### src/rtl/csa_acc_resolve_pkg.sv
// csa_acc_pkg: shared state enum and width-derivation helpers for csa_acc_resolve.
package csa_acc_pkg;

    typedef enum logic [1:0] {ST_ACC, ST_RESOLVE, ST_OUT} state_e;

    function automatic int clog2(input int v);
        int r = 0;
        while ((1 << r) < v) r++;
        return r;
    endfunction

    function automatic int num_chunks(input int aw, input int chunk);
        return (aw + chunk - 1) / chunk;
    endfunction

    function automatic int cnt_width(input int maxb);
        return clog2(maxb + 1);
    endfunction

    function automatic int idx_width(input int nch);
        return nch > 1 ? clog2(nch) : 1;
    endfunction

endpackage

### src/rtl/csa_acc_resolve_4to2.sv
// csa_4to2: AW-bit 4:2 carry-save compressor built from two layers of full adders.
// Ports: a_i/b_i/c_i/d_i AW-bit addends; s_o/c_o redundant result (c_o already weight-aligned).
// Carries leaving bit AW-1 are dropped, so the result is exact modulo 2^AW.
module full_adder (
    input  logic a_i,
    input  logic b_i,
    input  logic c_i,
    output logic s_o,
    output logic co_o
);
    assign s_o  = a_i ^ b_i ^ c_i;
    assign co_o = (a_i & b_i) | (a_i & c_i) | (b_i & c_i);
endmodule

module csa_4to2
    import csa_acc_pkg::*;
#(
    parameter int AW = 11
) (
    input  logic [AW-1:0] a_i,
    input  logic [AW-1:0] b_i,
    input  logic [AW-1:0] c_i,
    input  logic [AW-1:0] d_i,
    output logic [AW-1:0] s_o,
    output logic [AW-1:0] c_o
);
    logic [AW-1:0] s1, co1, c1, s2, co2;
    logic          unused_msb;

    genvar i;
    generate
        for (i = 0; i < AW; i++) begin : g_bit
            full_adder u_l1 (.a_i(a_i[i]), .b_i(b_i[i]), .c_i(c_i[i]), .s_o(s1[i]), .co_o(co1[i]));
            full_adder u_l2 (.a_i(s1[i]), .b_i(c1[i]), .c_i(d_i[i]), .s_o(s2[i]), .co_o(co2[i]));
        end
    endgenerate

    assign c1         = {co1[AW-2:0], 1'b0};
    assign s_o        = s2;
    assign c_o        = {co2[AW-2:0], 1'b0};
    assign unused_msb = co1[AW-1] ^ co2[AW-1];

endmodule

### src/rtl/csa_acc_resolve.sv
// csa_acc_resolve: carry-save frame accumulator with chunked multi-cycle resolve to binary.
// Ports: clk, rst_n (async, active-low); in_valid/in_ready/in_sum/in_carry/in_last beat stream;
//        out_valid/out_ready/out_data/out_sat/out_err frame result.
// Config: define CSA_ACC_SAT_EN to saturate out_data at 2^OW-1 and report out_sat; otherwise
//         out_data wraps modulo 2^OW and out_sat stays 0.
module csa_acc_resolve
    import csa_acc_pkg::*;
#(
    parameter int IW    = 7,
    parameter int MAXB  = 8,
    parameter int AW    = 11,
    parameter int CHUNK = 4,
    parameter int OW    = 8
) (
    input  logic          clk,
    input  logic          rst_n,
    input  logic          in_valid,
    output logic          in_ready,
    input  logic [IW-1:0] in_sum,
    input  logic [IW-1:0] in_carry,
    input  logic          in_last,
    output logic          out_valid,
    input  logic          out_ready,
    output logic [OW-1:0] out_data,
    output logic          out_sat,
    output logic          out_err
);
    localparam int NCH = num_chunks(AW, CHUNK);
    localparam int CW  = cnt_width(MAXB);
    localparam int XW  = idx_width(NCH);
    localparam int RW  = NCH * CHUNK;

    state_e        state_q;
    logic [AW-1:0] acc_s_q, acc_c_q, csa_s, csa_c;
    logic [CW-1:0] cnt_q;
    logic [XW-1:0] idx_q;
    logic          cin_q;
    logic [RW-1:0] res_q, res_d, s_ext, c_ext;
    logic [CHUNK:0] ch_sum;
    logic [AW-1:0] total;
    logic          ovf, sat_d;
    logic [OW-1:0] data_d;
    logic          in_ready_q, out_valid_q, out_sat_q, out_err_q;
    logic [OW-1:0] out_data_q;
    logic          accept, last_beat;

    assign accept    = in_valid & in_ready_q;
    assign last_beat = in_last | (cnt_q == CW'(MAXB - 1));

    csa_4to2 #(.AW(AW)) u_csa (
        .a_i(acc_s_q),
        .b_i(acc_c_q),
        .c_i(AW'(in_sum)),
        .d_i(AW'(in_carry)),
        .s_o(csa_s),
        .c_o(csa_c)
    );

    // Padded copies let the final chunk read past AW without special-casing a short chunk.
    always_comb begin
        s_ext  = RW'(acc_s_q);
        c_ext  = RW'(acc_c_q);
        ch_sum = {1'b0, s_ext[int'(idx_q)*CHUNK +: CHUNK]} + {1'b0, c_ext[int'(idx_q)*CHUNK +: CHUNK]}
               + {{CHUNK{1'b0}}, cin_q};
        res_d  = res_q;
        res_d[int'(idx_q)*CHUNK +: CHUNK] = ch_sum[CHUNK-1:0];
        total  = res_d[AW-1:0];
        ovf    = (total >> OW) != '0;
    end

`ifdef CSA_ACC_SAT_EN
    assign sat_d  = ovf;
    assign data_d = ovf ? '1 : OW'(total);
`else
    logic unused_ovf;
    assign unused_ovf = ovf;
    assign sat_d      = 1'b0;
    assign data_d     = OW'(total);
`endif

    always_ff @(posedge clk or negedge rst_n) begin
        if (!rst_n) begin
            state_q     <= ST_ACC;
            acc_s_q     <= '0;
            acc_c_q     <= '0;
            cnt_q       <= '0;
            idx_q       <= '0;
            cin_q       <= 1'b0;
            res_q       <= '0;
            in_ready_q  <= 1'b1;
            out_valid_q <= 1'b0;
            out_data_q  <= '0;
            out_sat_q   <= 1'b0;
            out_err_q   <= 1'b0;
        end else begin
            case (state_q)
                ST_ACC: if (accept) begin
                    acc_s_q <= csa_s;
                    acc_c_q <= csa_c;
                    cnt_q   <= cnt_q + 1'b1;
                    if (last_beat) begin
                        state_q    <= ST_RESOLVE;
                        in_ready_q <= 1'b0;
                        idx_q      <= '0;
                        cin_q      <= 1'b0;
                        out_err_q  <= ~in_last;
                    end
                end
                ST_RESOLVE: begin
                    res_q <= res_d;
                    cin_q <= ch_sum[CHUNK];
                    idx_q <= idx_q + 1'b1;
                    if (idx_q == XW'(NCH - 1)) begin
                        state_q     <= ST_OUT;
                        out_valid_q <= 1'b1;
                        out_data_q  <= data_d;
                        out_sat_q   <= sat_d;
                    end
                end
                ST_OUT: if (out_ready) begin
                    state_q     <= ST_ACC;
                    out_valid_q <= 1'b0;
                    in_ready_q  <= 1'b1;
                    acc_s_q     <= '0;
                    acc_c_q     <= '0;
                    cnt_q       <= '0;
                    idx_q       <= '0;
                    cin_q       <= 1'b0;
                    out_data_q  <= '0;
                    out_sat_q   <= 1'b0;
                    out_err_q   <= 1'b0;
                end
                default: state_q <= ST_ACC;
            endcase
        end
    end

    assign in_ready  = in_ready_q;
    assign out_valid = out_valid_q;
    assign out_data  = out_data_q;
    assign out_sat   = out_sat_q;
    assign out_err   = out_err_q;

endmodule

### config.mk
export PLATFORM = sky130hd
export DESIGN_NAME = csa_acc_resolve
export DESIGN_NICKNAME = d
export VERILOG_FILES = /design/src/rtl/csa_acc_resolve_pkg.sv /design/src/rtl/csa_acc_resolve_4to2.sv /design/src/rtl/csa_acc_resolve.sv
export SDC_FILE = /design/constraint.sdc
export NUM_CORES = 1
export LEC_CHECK = 0
export BUFFER_PORTS_ARGS = -buffer_cell sky130_fd_sc_hd__buf_2
export CAP_MARGIN = 10
export CELL_PAD_IN_SITES_DETAIL_PLACEMENT = 0
export CELL_PAD_IN_SITES_GLOBAL_PLACEMENT = 1
export CORE_AREA = 2 2 96 98
export CTS_CLUSTER_SIZE = 12
export DETAILED_ROUTE_END_ITERATION = 6
export DIE_AREA = 0 0 98 100
export PLACE_DENSITY = 0.63
export SLEW_MARGIN = 25
export SYNTH_ARGS = -nofsm -noshare
export SYNTH_HDL_FRONTEND = slang
export SYNTH_SLANG_ARGS = --single-unit
### constraint.sdc
create_clock -name clk -period 3.45 [get_ports clk]
set_input_delay 0.69 -clock clk [delete_from_list [all_inputs] [get_ports clk]]
set_output_delay 0.69 -clock clk [all_outputs]
set_load 0.02 [all_outputs]
# After elaboration in Yosys (flattened, before gate mapping)
# Cells that the tools add are included.
word_totals:
  ff_bits: 55
  output_inout_bits: 12
  elab_cells: 181
op_classes:
  n_addsub: 5
  n_eq_ne: 8
  n_shift: 4
  muxes: 33
  bitwise: 110
  reduce_logical: 9
op_table:
  columns: ["cell", "n"]
  rows:
  - ["$and 1x1->1", 47]
  - ["$pmux 11 s2", 2]
  - ["$xor 1x1->1", 35]
  - ["$mux 11", 3]
  - ["$neg 4->33", 1]
  - ["$shift 4x33->12 const A", 1]
  - ["$shiftx 4x33->12", 1]
  - ["$or 1x1->1", 27]
  - ["$shiftx 12x5->4", 2]
  - ["$mux 8", 2]
  - ["$pmux 8 s2", 1]
  - ["$bwmux 12", 1]
  - ["$mux 2", 6]
  - ["$pmux 2 s3", 2]
  - ["$reduce_and 4->1", 3]
  - ["$mux 1", 8]
  - ["$mux 4", 2]
  - ["$ne 2x2->1 const B", 4]
  - ["$pmux 1 s2", 4]
  - ["$pmux 4 s2", 1]
  - ["$reduce_and 3->1", 2]
  - ["$add 4x4->5", 1]
  - ["$add 5x1->5", 1]
  - ["$add 4x1->4 const B", 1]
  - ["9 further kinds", 11]

# Depth between registers and ports, before layout
# Gate-level depths: netlist (run 1).
depth:
  depth_word: 8
  mapped_depth: 11

# By module
# Synthesis (run 1) repeated with hierarchy kept, for this count alone.
unflattened:
  hier_cells: 272
  hier_area_um2: 3093.0
by_module_without_submodules:
  columns: ["mod", "n_inst", "cells_each", "area_per_inst_um2"]
  rows:
  - ["csa_acc_resolve", 1, 238, 2566.2]
  - ["full_adder", 22, 1, 20.0]
  - ["csa_4to2", 1, 12, 86.3]

# Least setup slack after synthesis (run 1)
# OpenSTA, ideal clock, no wires.
synth_path:
  path_kind: "flip-flop to flip-flop"
  start: "reg idx_q[0]"
  end: "reg out_data_q[1] (netlist: out_data[1])"
  setup_time_ns: 0.121
  arrival_time_ns: 2.495
  required_time_ns: 3.329
  path_slack_ns: 0.834
  path_stages_with_launch: 10
  n_path_buf: 1
  period_less_slack_ns: 2.616
  path_cell_list: "dfrtp_1 -> clkbuf_1 -> inv_1 -> nor2_1 -> a21oi_1 -> fa_1 -> inv_1 -> fa_1 -> a22o_1 -> a22o_1"
synth_between:
  elab_chain_cells: 7
synth_lines:
  columns: ["item", "line", "text"]
  rows:
  - ["from (decl)", "csa_acc_resolve.sv:36", "logic [XW-1:0] idx_q;"]
  - ["from (signal assigned)", "csa_acc_resolve.sv:112", "idx_q <= idx_q + 1'b1;"]
  - ["$shiftx 12x5->4", "csa_acc_resolve.sv:63", "ch_sum = {1'b0, s_ext[int'(idx_q)*CHUNK +: CHUNK]} + {1'b0, c_ext[int'(idx_q)*CHUNK +: CHUNK]}"]
  - ["$add 4x4->5", "csa_acc_resolve.sv:63", null]
  - ["$add 5x1->5", "csa_acc_resolve.sv:64", "+ {{CHUNK{1'b0}}, cin_q};"]
  - ["$shiftx 4x33->12", "csa_acc_resolve.sv:66", "res_d[int'(idx_q)*CHUNK +: CHUNK] = ch_sum[CHUNK-1:0];"]
  - ["$bwmux 12", "csa_acc_resolve.sv:66", null]
  - ["$mux 8", "csa_acc_resolve.sv:113", "if (idx_q == XW'(NCH - 1)) begin"]
  - ["$pmux 8 s2", "csa_acc_resolve.sv:96", "case (state_q)"]
  - ["to (signal assigned)", "csa_acc_resolve.sv:116", "out_data_q <= data_d;"]
  - ["to (decl)", "csa_acc_resolve.sv:44", "logic [OW-1:0] out_data_q;"]
# Several ways; a longest one is shown, not always the timed one. The select of a mux whose other input is x is not followed.
# A chain may end at the register's enable or synchronous reset.

# Worst setup path after layout (run 1)
layout_path:
  start: "reg idx_q[0]"
  end: "reg out_data_q[5] (netlist: out_data[5])"
# Same word-level chain as after synthesis.

==> run_results.csv, run 1 <==
group,metric,value,unit
synthesis,synth_top_family_by_area,"adder cells",
routing,vias,2148,
cells_and_area,multiInputGateArea,0.00163,sq mm
power_and_ir_drop,p_per_area,343,mW/mm^2
die,die_y,100,um
setup_path,slowest_delay,0.60,ns
cells_and_area,diodes,0,
clocking,post_cts.repair.setup_buffers,0,
power_and_ir_drop,leakage,1.63,nW
grt,grt_overflow,0,
timing,rsz0062_at_grt,"false",
die,rows,35,
clocking,clk_pin_slew,0.10,ns
synthesis,synth_nets,351,
routing,antenna_left,0,
die,dieArea,0.00980,sq mm
grt,grt_max_degree,46,
cells_and_area,fin_cells,438,
routing,drt_iter0_markers,30,
routing,wl,6.19,mm
clocking,hold_buffers,0,
synthesis,yosysMostFrequentCell,"nand2_1",
job,cap_violations,0,
clocking,post_cts_resized,0,
setup_path,crit_type,"flop to flop",
clocking,cts_tree,"done",
synthesis,yosysTopAreaCell,"dfrtp_1",
die,ios,31,
die,coreArea,0.00889,sq mm
power_and_ir_drop,power,0.00115,W
cells_and_area,seq_area,0.00123,sq mm
timing,hold_viol,0,
synthesis,yosysSeqAreaShare,41.3,%
clocking,worst_skew_pair.late_latency,0.31,ns
synthesis,synth_cell_types,42,
cells_and_area,drive_gt1_share,14.4,%
synthesis,synth_xor_area_share,0.884,%
cells_and_area,area_growth,12.5,%
synthesis,synth-async-reset-ratio,100,%
routing,routedWlPerCell,14.1,um
die,start_util,33.4,%
grt,grt_pass1_vias,2157,
clocking,clk_path_buf_depth,2,
cells_and_area,design_area,0.00334,sq mm
clocking,clock-sinks,49,
timing,skew,0.0104,ns
power_and_ir_drop,pwr-share-comb,8.9,%
synthesis,syn_avg_cell_area,9.94,sq um
synthesis,synth_edf_count,0,
timing,max-slew-margin-rel,51.1,%
timing,min_period_over_period,81.1,%
clocking,htree_levels,2,
placed_design,place_congestion,0.786,
synthesis,synth_compound_area_share,15.5,%
setup_path,crit_start,"idx_q[0]",
synthesis,synthCells,299,
min_path,min_path_type,"primary input to async pin",
power_and_ir_drop,vdd_drop_max,0.000242,V
routing,drtPass1Iterations,4,
setup_path,start_kind,"flop",
die,die_w,98,um
cells_and_area,final_core_util,37.6,%
timing,setup_tns,0,ns
setup_path,end_kind,"flop",
setup_path,crit_chain,"inv_1 -> nor2_1 -> a21oi_1 -> fa_1 -> inv_1 -> fa_1 -> a22o_1 -> a22o_1",
placed_design,placed_cell_area,0.00322,sq mm
synthesis,synth.area.mux_share,4.08,%
synthesis,synthAdderAreaFrac,17.4,%
synthesis,synth_seq_cells,49,
placed_design,hpwl,4.67,mm
power_and_ir_drop,seq_power_share,52.4,%
synthesis,synth.top_cell.area_share,40.4,%
cells_and_area,fin_nets,378,
setup_path,required,3.66,ns
timing,finalSetupViolCount,0,
power_and_ir_drop,switchingPower,0.000278,W
synthesis,synth_simple_gate_area_share,16.9,%
synthesis,ys.flop_type,"dfrtp_1",
synthesis,syn-cell-area,0.00297,sq mm
clocking,cts_root_buf,"clkbuf_8",
power_and_ir_drop,p_int,0.000870,W
grt,antenna_found_initial,0,
cells_and_area,nFillCells,930,
timing,slew_violations,0,
placed_design,place_inst,430,
setup_path,reg2reg_from,"idx_q[0]",
setup_path,critical_path_arrival,3.00,ns
synthesis,ys_warn_count,0,
status,outcome,"complete, no violations",
power_and_ir_drop,power.share.switching,24.2,%
timing,tightest_slew,0.734,ns
clocking,cts_buffers,5,
grt,globalRouteTotalUtil,13.9,%
power_and_ir_drop,clock_power_share,38.7,%
timing,finalCriticalPeriod,2.80,ns
synthesis,synth_common_cells,"51 x nand2_1, 48 x dfrtp_1, 33 x o21ai_0",
timing,clock.fmax,0.357,GHz
routing,drt-vias-per-instance,4.90,
routing,drc,0,
synthesis,yosys-top-cells-area,"dfrtp_1 40%, fa_1 9.4%, ha_1 8.0%, nand2_1 6.4%, o21ai_0 5.6%",
placed_design,portBuffers,29,
setup_path,crit_slowest_cell,"dfrtp_1",
setup_path,worst-path-max-fanout,13,
grt,grt_pass1_wl,10.9,mm
[metal layers]
metal	vias up	global-route usage (%)	wire, um
li1	1077	-	-
met1	1032	19.1	3060
met2	30	22.4	2840
met3	9	2.65	197
met4	0	4.06	91
met5	-	0	0
[power groups by stage]
stage / Combinational (W) / Clock (W) / Sequential (W)
after floorplan: 0.0000671 / 0 / 0.000608
after global placement: 0.000105 / 0 / 0.000614
after detailed placement: 0.000107 / 0 / 0.000614
after CTS: 0.000107 / 0.000460 / 0.000603
after global routing: 0.000130 / 0.000480 / 0.000605
final: 0.000103 / 0.000444 / 0.000602
[layout make-up]
cell class,count,area share [%]
Clock buffer,6,2.47
Timing Repair Buffer,33,5.24
Multi-Input combinational cell,224,48.9
Sequential cell,49,36.7
Tap cell,111,4.15
Inverter,13,1.46
Clock inverter,2,1.12
[stage by stage]
step | hold slack [ns] | worst slack (ns)
finish | 0.420 | 0.652
global route | 0.475 | 0.407
CTS | 0.448 | 0.685
detailed placement | 0.471 | 0.707
global placement | 0.456 | 0.800
floorplan | 0.394 | 0.834
[worst max-delay path: cells and delay by family, from the launching register on]
family	cells	cell delay, ns
AND/OR/NAND/NOR	1	0.34
AO/OA/AOI/OAI	3	0.57
buffers and inverters	2	0.30
adder cells (fa/ha/maj)	2	0.89
flip-flops	1	0.60
[registers in the layout, summed over array words and instances, names as in the netlist]
signal and count:
out_err 1, idx_q 2, out_valid 1, out_data 8
acc_c_q 10, cnt_q 4, acc_s_q 11, res_q 8
in_ready 1, state_q 2, cin_q 1
[logic make-up (layout without fill, tap and decap cells)]
kind of cell | after synthesis | in the layout
flops | 49 | 49
fa+ha+maj | 33 | 33
other cells | 1 | 1
simple gates | 103 | 103
compound gates | 72 | 72
mux | 12 | 12
xor+xnor | 3 | 3
buf+inv | 26 | 54
[cells in the final DEF (no fill, tap or decap), types with 11 or more instances in the layout]
cell type,synthesis,layout
nor2_1,12,12
ha_1,19,19
mux2i_1,11,11
nand2b_1,21,21
nand2_1,51,51
dfrtp_1,48,48
a21oi_1,14,14
inv_1,13,13
buf_2,1,29
fa_1,14,14
o21ai_0,33,33
[worst paths after layout]
kind                                    end  slack [ns]  depth (start not counted)
worst max-delay path            out_data[5]        0.65                          8
worst min-delay path                out_err        0.42                          1
worst max register to register  out_data[5]        0.65                          8
worst min register to register     res_q[3]        0.49                          2
max in group asynchronous        acc_c_q[3]        2.37                          2
min in group clk                   res_q[3]        0.49                          2
Note: power is estimated with default switching activity, not from simulation.
==> run 2, diff against run 1 <==
clock period = 2.9 ns   (was 3.45 ns; I/O delays follow)
==> run 2 against run 1 <==
Largest power group unchanged. Critical path type unchanged. Flip-flop and latch count unchanged. Sequential power up 19%. Clock power down 3%. Worst hold slack worse by 0.049 ns. Die area unchanged. Global-route usage down 0.30 points. Critical path depth down 1.
==> run_results.csv, run 2 (synthesis results as in run 1) <==
group,metric,value,unit
clocking,cts_root_buf,"clkbuf_8",
routing,routedWlPerCell,14.2,um
die,coreArea,0.00889,sq mm
die,die_y,100,um
clocking,post_cts_resized,0,
setup_path,crit_start,"idx_q[1]",
routing,drtPass1Iterations,4,
power_and_ir_drop,p_per_area,382,mW/mm^2
timing,clock.fmax,0.402,GHz
die,dieArea,0.00980,sq mm
timing,tightest_slew,0.643,ns
routing,drt-vias-per-instance,4.84,
timing,min_period_over_period,85.7,%
grt,grtUsageMet3,2.65,%
timing,holdWs,0.371,ns
timing,skew,0.00934,ns
routing,drt_iter0_markers,51,
routing,drc,0,
grt,grt_pass1_vias,2051,
job,cap_violations,0,
setup_path,crit_type,"flop to flop",
status,outcome,"complete, no violations",
grt,antenna_found_initial,0,
placed_design,place_congestion,0.754,
cells_and_area,largest_reg_flops,11,
grt,grt_max_degree,50,
cells_and_area,diodes,0,
cells_and_area,final_common_cell,"nand2_1",
cells_and_area,fin_cells,438,
grt,globalRouteTotalUtil,13.6,%
setup_path,start_kind,"flop",
timing,rsz0062_at_grt,"false",
clocking,worst_skew_pair.late_latency,0.31,ns
cells_and_area,area_growth,11.7,%
clocking,hold_buffers,0,
min_path,min_path_type,"primary input to async pin",
setup_path,worst-path-max-fanout,11,
cells_and_area,drive_gt1_share,14.4,%
grt,grt_pass1_wl,10.5,mm
placed_design,hpwl,4.60,mm
routing,antenna_left,0,
cells_and_area,fin_nets,378,
clocking,cts_buffers,5,
clocking,clk_pin_slew,0.10,ns
routing,vias,2118,
grt,grt.met1_usage,19.1,%
cells_and_area,largestRegisters,"acc_s_q x11, acc_c_q x10",
die,ios,31,
setup_path,reg2reg_from,"idx_q[1]",
routing,wl,6.21,mm
timing,hold_viol,0,
timing,max-slew-margin-rel,57.1,%
timing,setup_tns,0,ns
setup_path,critical_path_arrival,2.70,ns
cells_and_area,nFillCells,935,
setup_path,required,3.11,ns
placed_design,portBuffers,29,
clocking,htree_levels,2,
grt,grt_use_met2,21.4,%
clocking,clk_path_buf_depth,2,
power_and_ir_drop,vdd_drop_max,0.000169,V
timing,slew_violations,0,
grt,grt_overflow,0,
timing,finalWorstSetupSlack,0.414,ns
placed_design,dpl_worst_slack,0.405,ns
clocking,cts_tree,"done",
setup_path,end_kind,"flop",
clocking,post_cts.repair.setup_buffers,0,
timing,finalCriticalPeriod,2.49,ns
clocking,clock-sinks,49,
die,start_util,33.4,%
die,rows,35,
grt,top_usage_layer,"met2",
die,die_w,98,um
timing,finalSetupViolCount,0,
placed_design,place_inst,430,
power_and_ir_drop,leakage,1.61,nW
cells_and_area,top_register,"acc_s_q",
cells_and_area,final_cell_mix,"51 x nand2_1, 48 x dfrtp_1, 33 x o21ai_0, 29 x buf_2, 21 x nand2b_1",
-- run 2: path summary, 6_finish.rpt --
check	end	slack, ns	cells after the start
setup / recovery	out_data[5]	0.41	7
hold / removal	out_err	0.37	2
setup reg to reg	out_data[5]	0.41	7
hold reg to reg	res_q[3]	0.49	2
max in group asynchronous	acc_c_q[5]	2.10	2
min in group clk	res_q[3]	0.49	2
-- run 2: critical path: stages, from the launching register on --
cell     delay, ns
dfrtp_1       0.53
nor2_1        0.34
a21oi_1       0.16
fa_1          0.42
inv_1         0.08
fa_1          0.46
a22o_1        0.20
a22o_1        0.19
-- run 2: area by class of cell --
class / instances / area [sq um] / area share, %
inverter: 13 / 48.8 / 1.47
timing repair buffer: 33 / 175 / 5.28
tap: 111 / 139 / 4.19
sequential: 49 / 1230 / 37.0
clock buffer: 5 / 68.8 / 2.07
multi-input combinational: 224 / 1630 / 49.2
clock inverter: 3 / 25.0 / 0.754
-- run 2: report_power, final --
group          switching [W]  total [W]  internal, W
logic              0.0000668   0.000123    0.0000565
registers          0.0000186   0.000716     0.000698
clock network       0.000255   0.000429     0.000175
-- run 2: layer usage --
metal | vias to the layer above | part of all wire (%)
met5 | - | 0
met4 | 0 | 1.2
met3 | 8 | 2.8
met2 | 32 | 46
met1 | 998 | 50
li1 | 1080 | -
-- run 2: per-stage QoR --
step	instance area (sq um)	power, W	util, %
after floorplan	2970	0.000803	-
after global placement	3220	0.000855	36.3
after detailed placement	3220	0.000859	36.3
after CTS	3320	0.00129	37.3
after global routing	3320	0.00134	37.3
final	3320	0.00127	37.3
